`src/rtl/serial_add_pkg.sv`:
```
// Shared definitions for the bit-serial adder controller: FSM state type,
// default operand width and a counter-sizing helper.
package serial_add_pkg;

    // Operand width used when the instantiating code does not override it.
    localparam int unsigned DEFAULT_WIDTH = 8;

    // Controller states: waiting, shifting bits through the adder cell, result valid.
    typedef enum logic [1:0] {
        IDLE = 2'd0,
        RUN  = 2'd1,
        DONE = 2'd2
    } state_t;

    // Bits needed for a counter that must hold values 0..width without wrapping.
    function automatic int unsigned cnt_bits(input int unsigned width);
        return $clog2(width + 1);
    endfunction

endpackage

```
`src/rtl/serial_add_ctrl_full_adder.sv`:
```
// One-bit full-adder cell; the serial controller reuses this single cell for
// every bit position of the operands.
module full_adder (
    input  logic a,
    input  logic b,
    input  logic cin,
    output logic s,
    output logic cout
);

    logic half_sum;

    // Pure combinational sum/carry of three input bits.
    always_comb begin
        half_sum = a ^ b;
        s        = half_sum ^ cin;
        cout     = (a & b) | (cin & half_sum);
    end

endmodule

```
`src/rtl/serial_add_ctrl.sv`:
```
// Bit-serial adder controller: captures two WIDTH-bit operands and a carry-in,
// then feeds them LSB first through one full-adder cell, one bit per clock.
// Optional feature: define SERIAL_ADD_OVF_EN to add the signed-overflow output ovf.
module serial_add_ctrl
    import serial_add_pkg::*;
#(
    parameter int unsigned WIDTH = DEFAULT_WIDTH
) (
    input  logic             clk,
    input  logic             rst_n,
    input  logic             start,
    input  logic [WIDTH-1:0] a,
    input  logic [WIDTH-1:0] b,
    input  logic             cin,
    output logic             busy,
    output logic             done,
    output logic [WIDTH-1:0] sum,
    output logic             cout
`ifdef SERIAL_ADD_OVF_EN
    ,
    output logic             ovf
`endif
);

    localparam int unsigned   CW   = cnt_bits(WIDTH);
    // Counter value during the final RUN cycle; counting stops there, so it never wraps.
    localparam logic [CW-1:0] LAST = CW'(WIDTH - 1);

    state_t           state;
    logic [WIDTH-1:0] a_sh;
    logic [WIDTH-1:0] b_sh;
    logic [WIDTH-1:0] res_sh;
    logic             carry;
    logic [CW-1:0]    cnt;

    logic             fa_s;
    logic             fa_c;
    logic [WIDTH-1:0] res_nxt;

    // The single adder cell always sees the current operand LSBs and the carry register.
    full_adder u_fa (
        .a    (a_sh[0]),
        .b    (b_sh[0]),
        .cin  (carry),
        .s    (fa_s),
        .cout (fa_c)
    );

    // Result register after this cycle's sum bit enters from the MSB side.
    always_comb begin
        res_nxt = {fa_s, res_sh[WIDTH-1:1]};
    end

    // Sequencing FSM with registered status and result outputs.
    always_ff @(posedge clk or negedge rst_n) begin
        if (!rst_n) begin
            state  <= IDLE;
            a_sh   <= '0;
            b_sh   <= '0;
            res_sh <= '0;
            carry  <= 1'b0;
            cnt    <= '0;
            busy   <= 1'b0;
            done   <= 1'b0;
            sum    <= '0;
            cout   <= 1'b0;
`ifdef SERIAL_ADD_OVF_EN
            ovf    <= 1'b0;
`endif
        end else begin
            unique case (state)
                IDLE, DONE: begin
                    done <= 1'b0;
                    if (start) begin
                        a_sh  <= a;
                        b_sh  <= b;
                        carry <= cin;
                        cnt   <= '0;
                        busy  <= 1'b1;
                        state <= RUN;
                    end else begin
                        busy  <= 1'b0;
                        state <= IDLE;
                    end
                end
                RUN: begin
                    // start is deliberately not looked at here.
                    a_sh   <= a_sh >> 1;
                    b_sh   <= b_sh >> 1;
                    res_sh <= res_nxt;
                    carry  <= fa_c;
                    if (cnt == LAST) begin
                        sum   <= res_nxt;
                        cout  <= fa_c;
`ifdef SERIAL_ADD_OVF_EN
                        // carry holds the carry into the MSB on this last cycle.
                        ovf   <= carry ^ fa_c;
`endif
                        busy  <= 1'b0;
                        done  <= 1'b1;
                        state <= DONE;
                    end else begin
                        cnt <= cnt + CW'(1);
                    end
                end
                default: begin
                    busy  <= 1'b0;
                    done  <= 1'b0;
                    state <= IDLE;
                end
            endcase
        end
    end

`ifndef SYNTHESIS
    // busy and done mirror the RUN and DONE states and are never high together.
    assert property (@(posedge clk) disable iff (!rst_n) busy == (state == RUN));
    assert property (@(posedge clk) disable iff (!rst_n) done == (state == DONE));
    assert property (@(posedge clk) disable iff (!rst_n) !(busy && done));
    // done is a single-cycle pulse.
    assert property (@(posedge clk) disable iff (!rst_n) done |=> !done);
    // Counter stays within the range of bit positions.
    assert property (@(posedge clk) disable iff (!rst_n) cnt <= LAST);
`endif

endmodule

```
`config.mk`:
```
export PLATFORM = sky130hd
export DESIGN_NAME = serial_add_ctrl
export DESIGN_NICKNAME = d
export VERILOG_FILES = /design/src/rtl/serial_add_pkg.sv /design/src/rtl/serial_add_ctrl_full_adder.sv /design/src/rtl/serial_add_ctrl.sv
export SDC_FILE = /design/constraint.sdc
export NUM_CORES = 1
export LEC_CHECK = 0
export CAP_MARGIN = 30
export CORE_ASPECT_RATIO = 0.9
export CORE_UTILIZATION = 40
export CTS_CLUSTER_DIAMETER = 30
export DETAILED_ROUTE_END_ITERATION = 8
export SLEW_MARGIN = 40
export SYNTH_ARGS = -nofsm -noshare
export SYNTH_HDL_FRONTEND = slang
export SYNTH_SLANG_ARGS = --single-unit
```
`constraint.sdc`:
```
create_clock -name clk -period 3.5 [get_ports clk]
set_input_delay 0.875 -clock clk [delete_from_list [all_inputs] [get_ports clk]]
set_output_delay 0.875 -clock clk [all_outputs]
set_load 0.005 [all_outputs]
```
==> qor.csv, run 1 <==
stage,metric,value,unit
run_status,status,"finished, violations left",
run_status,violations,DRC,
clocking,clk_latency,0.29,ns
die,dieArea,0.00451,mm^2
timing,worst_pin_slew,0.732,ns
die,die_y,63.8,um
die,core_area,0.00407,mm^2
timing,rsz0062_at_grt,no,
die,die_w,70.7,um
critical_path,path_max_fanout,21,
clocking,post_cts_resized,0,
synthesis,yosysSeqAreaShare,0.589,
placed_design,port_buffers,30,
clocking,cts_buffers,5,
critical_path,cp_top_family,simple AND/OR/NAND/NOR gates,
power_and_ir_drop,swShare,0.339,
routing,drc_errors,4,
synthesis,avgSynthCellArea,11.3,um^2
synthesis,syn_inst,151,
timing,period_minus_slack,2.07,ns
critical_path,arrival,2.25,ns
critical_path,cp_cell_sequence,clkdlybuf4s50_1 > nand2b_1 > and2_1 > a22o_1,
critical_path,cp-end-kind,flip-flop,
global_routing,grt_max_degree,45,
die,start_util,0.417,
global_routing,grt_pass1_wl,5250,um
synthesis,synth_top_family_by_area,simple AND/OR/NAND/NOR gates,
routing,detail_route.wl_per_cell,13.6,um
clocking,clk_pin_slew_worst_paths,0.07,ns
synthesis,synth-compound-area-share,0.0935,
hold_path,hp-class,flip-flop to flip-flop,
timing,max_freq,0.483,GHz
global_routing,gr-max-usage-layer,met2,
power_and_ir_drop,netSwitchingPower,0.628,mW
routing,initialDrtViolationCount,50,
synthesis,synthXorXnorAreaFrac,0,
synthesis,yosys-mux-area-fraction,0.118,
global_routing,grt_pass1_vias,1145,
clocking,tritoncts,yes,
timing,hold_viol,0,
global_routing,gr-usage-met3,0.0584,
timing,skew,0.00801,ns
global_routing,track_usage,0.151,
power_and_ir_drop,clkPwrFrac,0.152,
layout,area_growth,23.1,%
power_and_ir_drop,power.leakage,0.885,nW
global_routing,overflow,0,
routing,via_per_inst,5.17,
global_routing,use_met1,0.189,
critical_path,cp.required,3.68,ns
clocking,hold_buffers,0,
layout,nFillCells,375,
clocking,numClockSinks,40,
synthesis,synth_fp_nets,173,
critical_path,slowest_delay,0.48,ns
timing,slew_violations,0,
critical_path,cp_num_buf_inv,1,
synthesis,yosys_warnings,0,
power_and_ir_drop,ir_drop,0.381,mV
routing,drt-total-wl,3090,um
timing,totalNegativeSetupSlack,0,ns
timing,setup_violations,0,
power_and_ir_drop,p_int,1.22,mW
critical_path,worstSetupStartpointType,primary input,
layout,antenna_cells,0,
clocking,cts_max_path_buffers,2,
synthesis,synth_area,0.00170,mm^2
placed_design,dpl.hpwl,2010,um
global_routing,use_met2,0.244,
power_and_ir_drop,power_frac_seq,0.445,
critical_path,critPathKind,primary input to flip-flop,
routing,drt_first_pass_iters,6,
placed_design,place.gp.congestion,0.690,
clocking,cts_setup_buffers,0,
routing,ant_nets,0,
power_and_ir_drop,pwr-share-comb,0.403,
timing,relSlewSlack,0.512,
global_routing,antenna_found_initial,0,
synthesis,synthAdderAreaFrac,0.0191,
die,io_pins,31,
layout,final_layout_size_suffix_gt1_frac,0.150,
power_and_ir_drop,powerDensity,885,mW/mm^2
synthesis,ys_ff_latch,40,
critical_path,cp_slowest_cell,clkdlybuf4s50_1,
critical_path,r2r_setup_slack,1.60,ns
synthesis,yosysUniqueCellTypes,23,
clocking,htree_levels,2,
timing,fin_crit_sh,0.592,
run,drv_cap,0,
synthesis,synth-simple-area-share,0.140,
routing,vias,1178,
layout,utilization,0.514,
die,rows,22,
layout,nets,202,
clocking,cts-root-buf,clkbuf_8,
## kinds of logic after synthesis
group / count (synthesis)
AO/OA/AOI/OAI: 23
adder cells (fa/ha/maj): 2
buffers and inverters: 13
flip-flops: 40
multiplexers: 18
AND/OR/NAND/NOR: 55
## power groups by stage
stage	combinational [mW]	clock [mW]	sequential [mW]
2_1_floorplan	0.538	0	0.805
3_3_place_gp	0.730	0	0.823
3_5_place_dp	0.756	0	0.833
4_1_cts	0.761	0.292	0.827
5_1_grt	0.829	0.316	0.857
6_report	0.746	0.282	0.824
## synthesized netlist by cell type
master    count  share of area
nor4b_4       1          0.014
a31oi_1      16          0.059
o41ai_1       1         0.0052
and2_1        1         0.0037
mux2_2       16           0.11
nand3_1       1         0.0029
ha_1          1         0.0074
nor2_1       16          0.035
buf_6         2          0.013
nor2b_1       1         0.0037
nand2_1      33          0.073
dfrtp_1      40           0.59
mux2i_1       2          0.012
a22o_1        2          0.010
o211ai_1      1         0.0044
clkbuf_1      4         0.0088
nand2b_1      2         0.0074
fa_1          1          0.012
inv_1         3         0.0066
buf_2         4          0.012
o31ai_1       1         0.0044
o311ai_0      1         0.0052
a31o_2        1         0.0052
## cell type report
cell class                 instances  area (um^2)  area share
sequential                        40         1000       0.478
multi-input combinational         98          629       0.301
timing repair buffer              32          313       0.150
clock buffer                       6         72.6      0.0347
tap                               48         60.1      0.0287
inverter                           3         11.3     0.00538
clock inverter                     1         5.00     0.00239
## layout by cell type, fill, tap and decap left out
| cell | instances |
|---|---|
| nand2_1 | 33 |
| clkbuf_8 | 5 |
| o41ai_1 | 1 |
| clkinv_2 | 1 |
| a31oi_1 | 16 |
| mux2i_1 | 2 |
| o311ai_0 | 1 |
| o211ai_1 | 1 |
| nor2b_1 | 1 |
| clkbuf_1 | 1 |
| ha_1 | 1 |
| nor4b_4 | 1 |
| and2_1 | 1 |
| inv_1 | 3 |
| a22o_1 | 2 |
| o31ai_1 | 1 |
| nand2b_1 | 2 |
| buf_4 | 3 |
| nor2_1 | 16 |
| a31o_2 | 1 |
| nand3_1 | 1 |
| mux2_2 | 16 |
| clkdlybuf4s50_1 | 29 |
| fa_1 | 1 |
| dfrtp_1 | 40 |
## layer usage
metal / part of all wire / up-vias
li1: - / 572
met1: 0.45 / 580
met2: 0.49 / 21
met3: 0.048 / 5
met4: 0.0094 / 0
met5: 0 / -
## final timing paths
| check | cells after the start | start | to |
|---|---|---|---|
| max | 4 | start | b_sh[7] |
| min | 1 | sum[3] | sum[3] |
| max reg2reg | 4 | cnt[0] | cout |
| min reg2reg | 1 | sum[3] | sum[3] |
| max in group asynchronous | 1 | rst_n | cnt[0] |
| min in group asynchronous | 1 | rst_n | sum[7] |
## through the flow
| stage | instances | setup slack (ns) | total power [mW] | hold WS, ns | instance area, um^2 |
|---|---|---|---|---|---|
| floorplan | 151 | 1.91 | 1.34 | 0.467 | 1700 |
| global placement | 221 | 1.14 | 1.55 | 0.485 | 2010 |
| detailed placement | 221 | 1.12 | 1.59 | 0.487 | 2010 |
| CTS | 228 | 1.41 | 1.88 | 0.513 | 2090 |
| global route | 228 | 1.34 | 2.00 | 0.531 | 2090 |
| finish | 228 | 1.43 | 1.85 | 0.507 | 2090 |
## worst reg2reg max path, stage by stage (launching register included)
cell and delay (ns):
dfrtp_1 0.39, ha_1 0.23, inv_1 0.11, nor4b_4 0.66, mux2_2 0.41
## registers in the layout, summed over array words and instances (netlist names)
| signal | flops |
|---|---|
| a_sh | 8 |
| b_sh | 8 |
| carry | 1 |
| cnt | 4 |
| cout | 1 |
| done | 1 |
| res_sh | 7 |
| state | 2 |
| sum | 8 |
No activity file was read; power rests on OpenSTA's default activity.
==> run 2: changes to the inputs <==
Settings changed: PLACE_DENSITY set to 0.66.
Clock period 3.5 ns to 1.79 ns, I/O delays scaled along.
==> run 2 against run 1 <==
The flow still finishes with violations (DRC). Critical path depth increased by 1. Worst setup slack got worse by 1.3 ns. Sequential power increased by 94%. Cell area increased by 2.1%. Die area unchanged. Routed wire length decreased by 7.6%. Cell count increased by 2.2%. Total power increased by 98%. Sequential share of layout area decreased by 0.98 points. Critical path type is now flip-flop to flip-flop.
==> qor.csv, run 2 (synthesized netlist as in run 1, its figures left out) <==
stage,metric,value,unit
timing,setup_violations,0,
die,core_area,0.00407,mm^2
layout,final_cell_mix,"40 x dfrtp_1, 33 x nand2_1, 29 x clkdlybuf4s50_1",
clocking,tritoncts,yes,
clocking,clk_pin_slew_worst_paths,0.07,ns
critical_path,arrival,1.81,ns
routing,vias,1202,
timing,max_freq,0.608,GHz
power_and_ir_drop,power.leakage,0.908,nW
routing,drc_errors,4,
routing,via_per_inst,5.16,
clocking,cts-root-buf,clkbuf_8,
clocking,clk_latency,0.28,ns
die,start_util,0.417,
timing,fin_crit_sh,0.919,
critical_path,slowest_delay,0.39,ns
die,dieArea,0.00451,mm^2
clocking,cts_setup_buffers,0,
run,drv_cap,0,
critical_path,critPathKind,flip-flop to flip-flop,
global_routing,grt_pass1_vias,1194,
timing,hold_viol,0,
global_routing,antenna_found_initial,0,
timing,relSlewSlack,0.671,
critical_path,cp_cell_sequence,ha_1 > inv_1 > nor4b_4 > buf_6 > mux2_2,
critical_path,cp_top_family,flip-flops,
clocking,hold_buffers,0,
critical_path,worstSetupStartpointType,flip-flop,
critical_path,worstReg2RegStart,cnt[0],
critical_path,path_max_fanout,10,
die,die_y,63.8,um
timing,fin_hold_ws,0.210,ns
die,io_pins,31,
run_status,violations,DRC,
clocking,numClockSinks,40,
power_and_ir_drop,ir_drop,0.664,mV
critical_path,r2r_setup_slack,0.15,ns
timing,skew,0.00399,ns
timing,period_minus_slack,1.64,ns
timing,totalNegativeSetupSlack,0,ns
global_routing,grt_max_degree,45,
routing,detail_route.wl_per_cell,12.3,um
timing,rsz0062_at_grt,no,
routing,ant_nets,0,
layout,antenna_cells,0,
routing,drt-total-wl,2860,um
timing,worst_pin_slew,0.494,ns
clocking,htree_levels,2,
layout,reg_top3,"a_sh (8), b_sh (8), sum (8)",
clocking,cts_max_path_buffers,2,
clocking,cts_buffers,5,
placed_design,dpl.hpwl,1930,um
global_routing,grt_pass1_wl,5220,um
critical_path,cp-end-kind,flip-flop,
critical_path,cp_num_buf_inv,2,
critical_path,timing.rr.end,cout,
die,die_w,70.7,um
layout,area_growth,25.7,%
die,rows,22,
global_routing,track_usage,0.150,
run_status,status,"finished, violations left",
layout,nets,206,
critical_path,r2r_cells,5,
power_and_ir_drop,powerDensity,1720,mW/mm^2
placed_design,place.gp.congestion,0.805,
critical_path,cp_slowest_cell,dfrtp_1,
hold_path,hp-class,primary input to async pin,
routing,drt_first_pass_iters,6,
timing,slew_violations,0,
layout,layout_commonest_cell,dfrtp_1,
layout,final_layout_size_suffix_gt1_frac,0.168,
critical_path,cp.required,1.96,ns
placed_design,port_buffers,30,
routing,initialDrtViolationCount,77,
global_routing,overflow,0,
==> run 2: changes by cell type in the layout (fill, tap and decap cells not counted), sizes merged <==
cell / before / now
buf: 3 / 7
clkbuf: 6 / 8
clkinv: 1 / 0
==> run 2: metal layers <==
layer / GRT usage / share of wire / vias to the layer above
met5: 0 / 0 / -
met4: 0.0600 / 0.011 / 0
met3: 0.0442 / 0.060 / 5
met2: 0.244 / 0.44 / 41
met1: 0.187 / 0.49 / 578
li1: - / - / 578
==> run 2: area by class of cell <==
| cell class | count | area [um^2] |
|---|---|---|
| fillers | 369 | 1940 |
| flip-flops and latches | 40 | 1000 |
| well taps | 48 | 60.1 |
| multi-input cells | 98 | 629 |
| repair buffers | 36 | 344 |
| inverters | 3 | 11.3 |
| clock buffers | 8 | 90.1 |
==> run 2: what timing repair did <==
action / in CTS / in global routing
endpoints found under the setup margin: 0 / 7
resized for setup: 0 / 1
hold endpoints to repair: 0 / 0
==> run 2: power by group <==
| group | leakage (nW) | switching [mW] | internal (mW) | total [mW] |
|---|---|---|---|---|
| logic | 0.398 | 0.669 | 0.806 | 1.48 |
| registers | 0.465 | 0.259 | 1.34 | 1.60 |
| clock network | 0.0455 | 0.283 | 0.314 | 0.598 |
| total | 0.908 | 1.21 | 2.46 | 3.68 |
==> run 2: how the worst max path moves through the flow <==
stage | to | startpoint | slack [ns] | cells past startpoint
floorplan | cout | cnt[0] | 0.26 | 5
global placement | sum[5] | cnt[0] | 0.17 | 5
detailed placement | sum[0] | cnt[0] | 0.11 | 5
CTS | sum[0] | cnt[0] | 0.10 | 5
global route | cout | cnt[0] | 0.01 | 5
finish | cout | cnt[0] | 0.15 | 5
==> run 2: through the flow <==
step           instances  power, mW   util  setup WS, ns  instance area, um^2
2_1_floorplan        151       2.63      -         0.260                 1700
3_3_place_gp         225       3.05  0.501         0.167                 2040
3_5_place_dp         225       3.11  0.501         0.108                 2040
4_1_cts              233       3.72  0.523         0.101                 2130
5_1_grt              233       4.02  0.524        0.0136                 2140
6_report             233       3.68  0.524         0.145                 2140
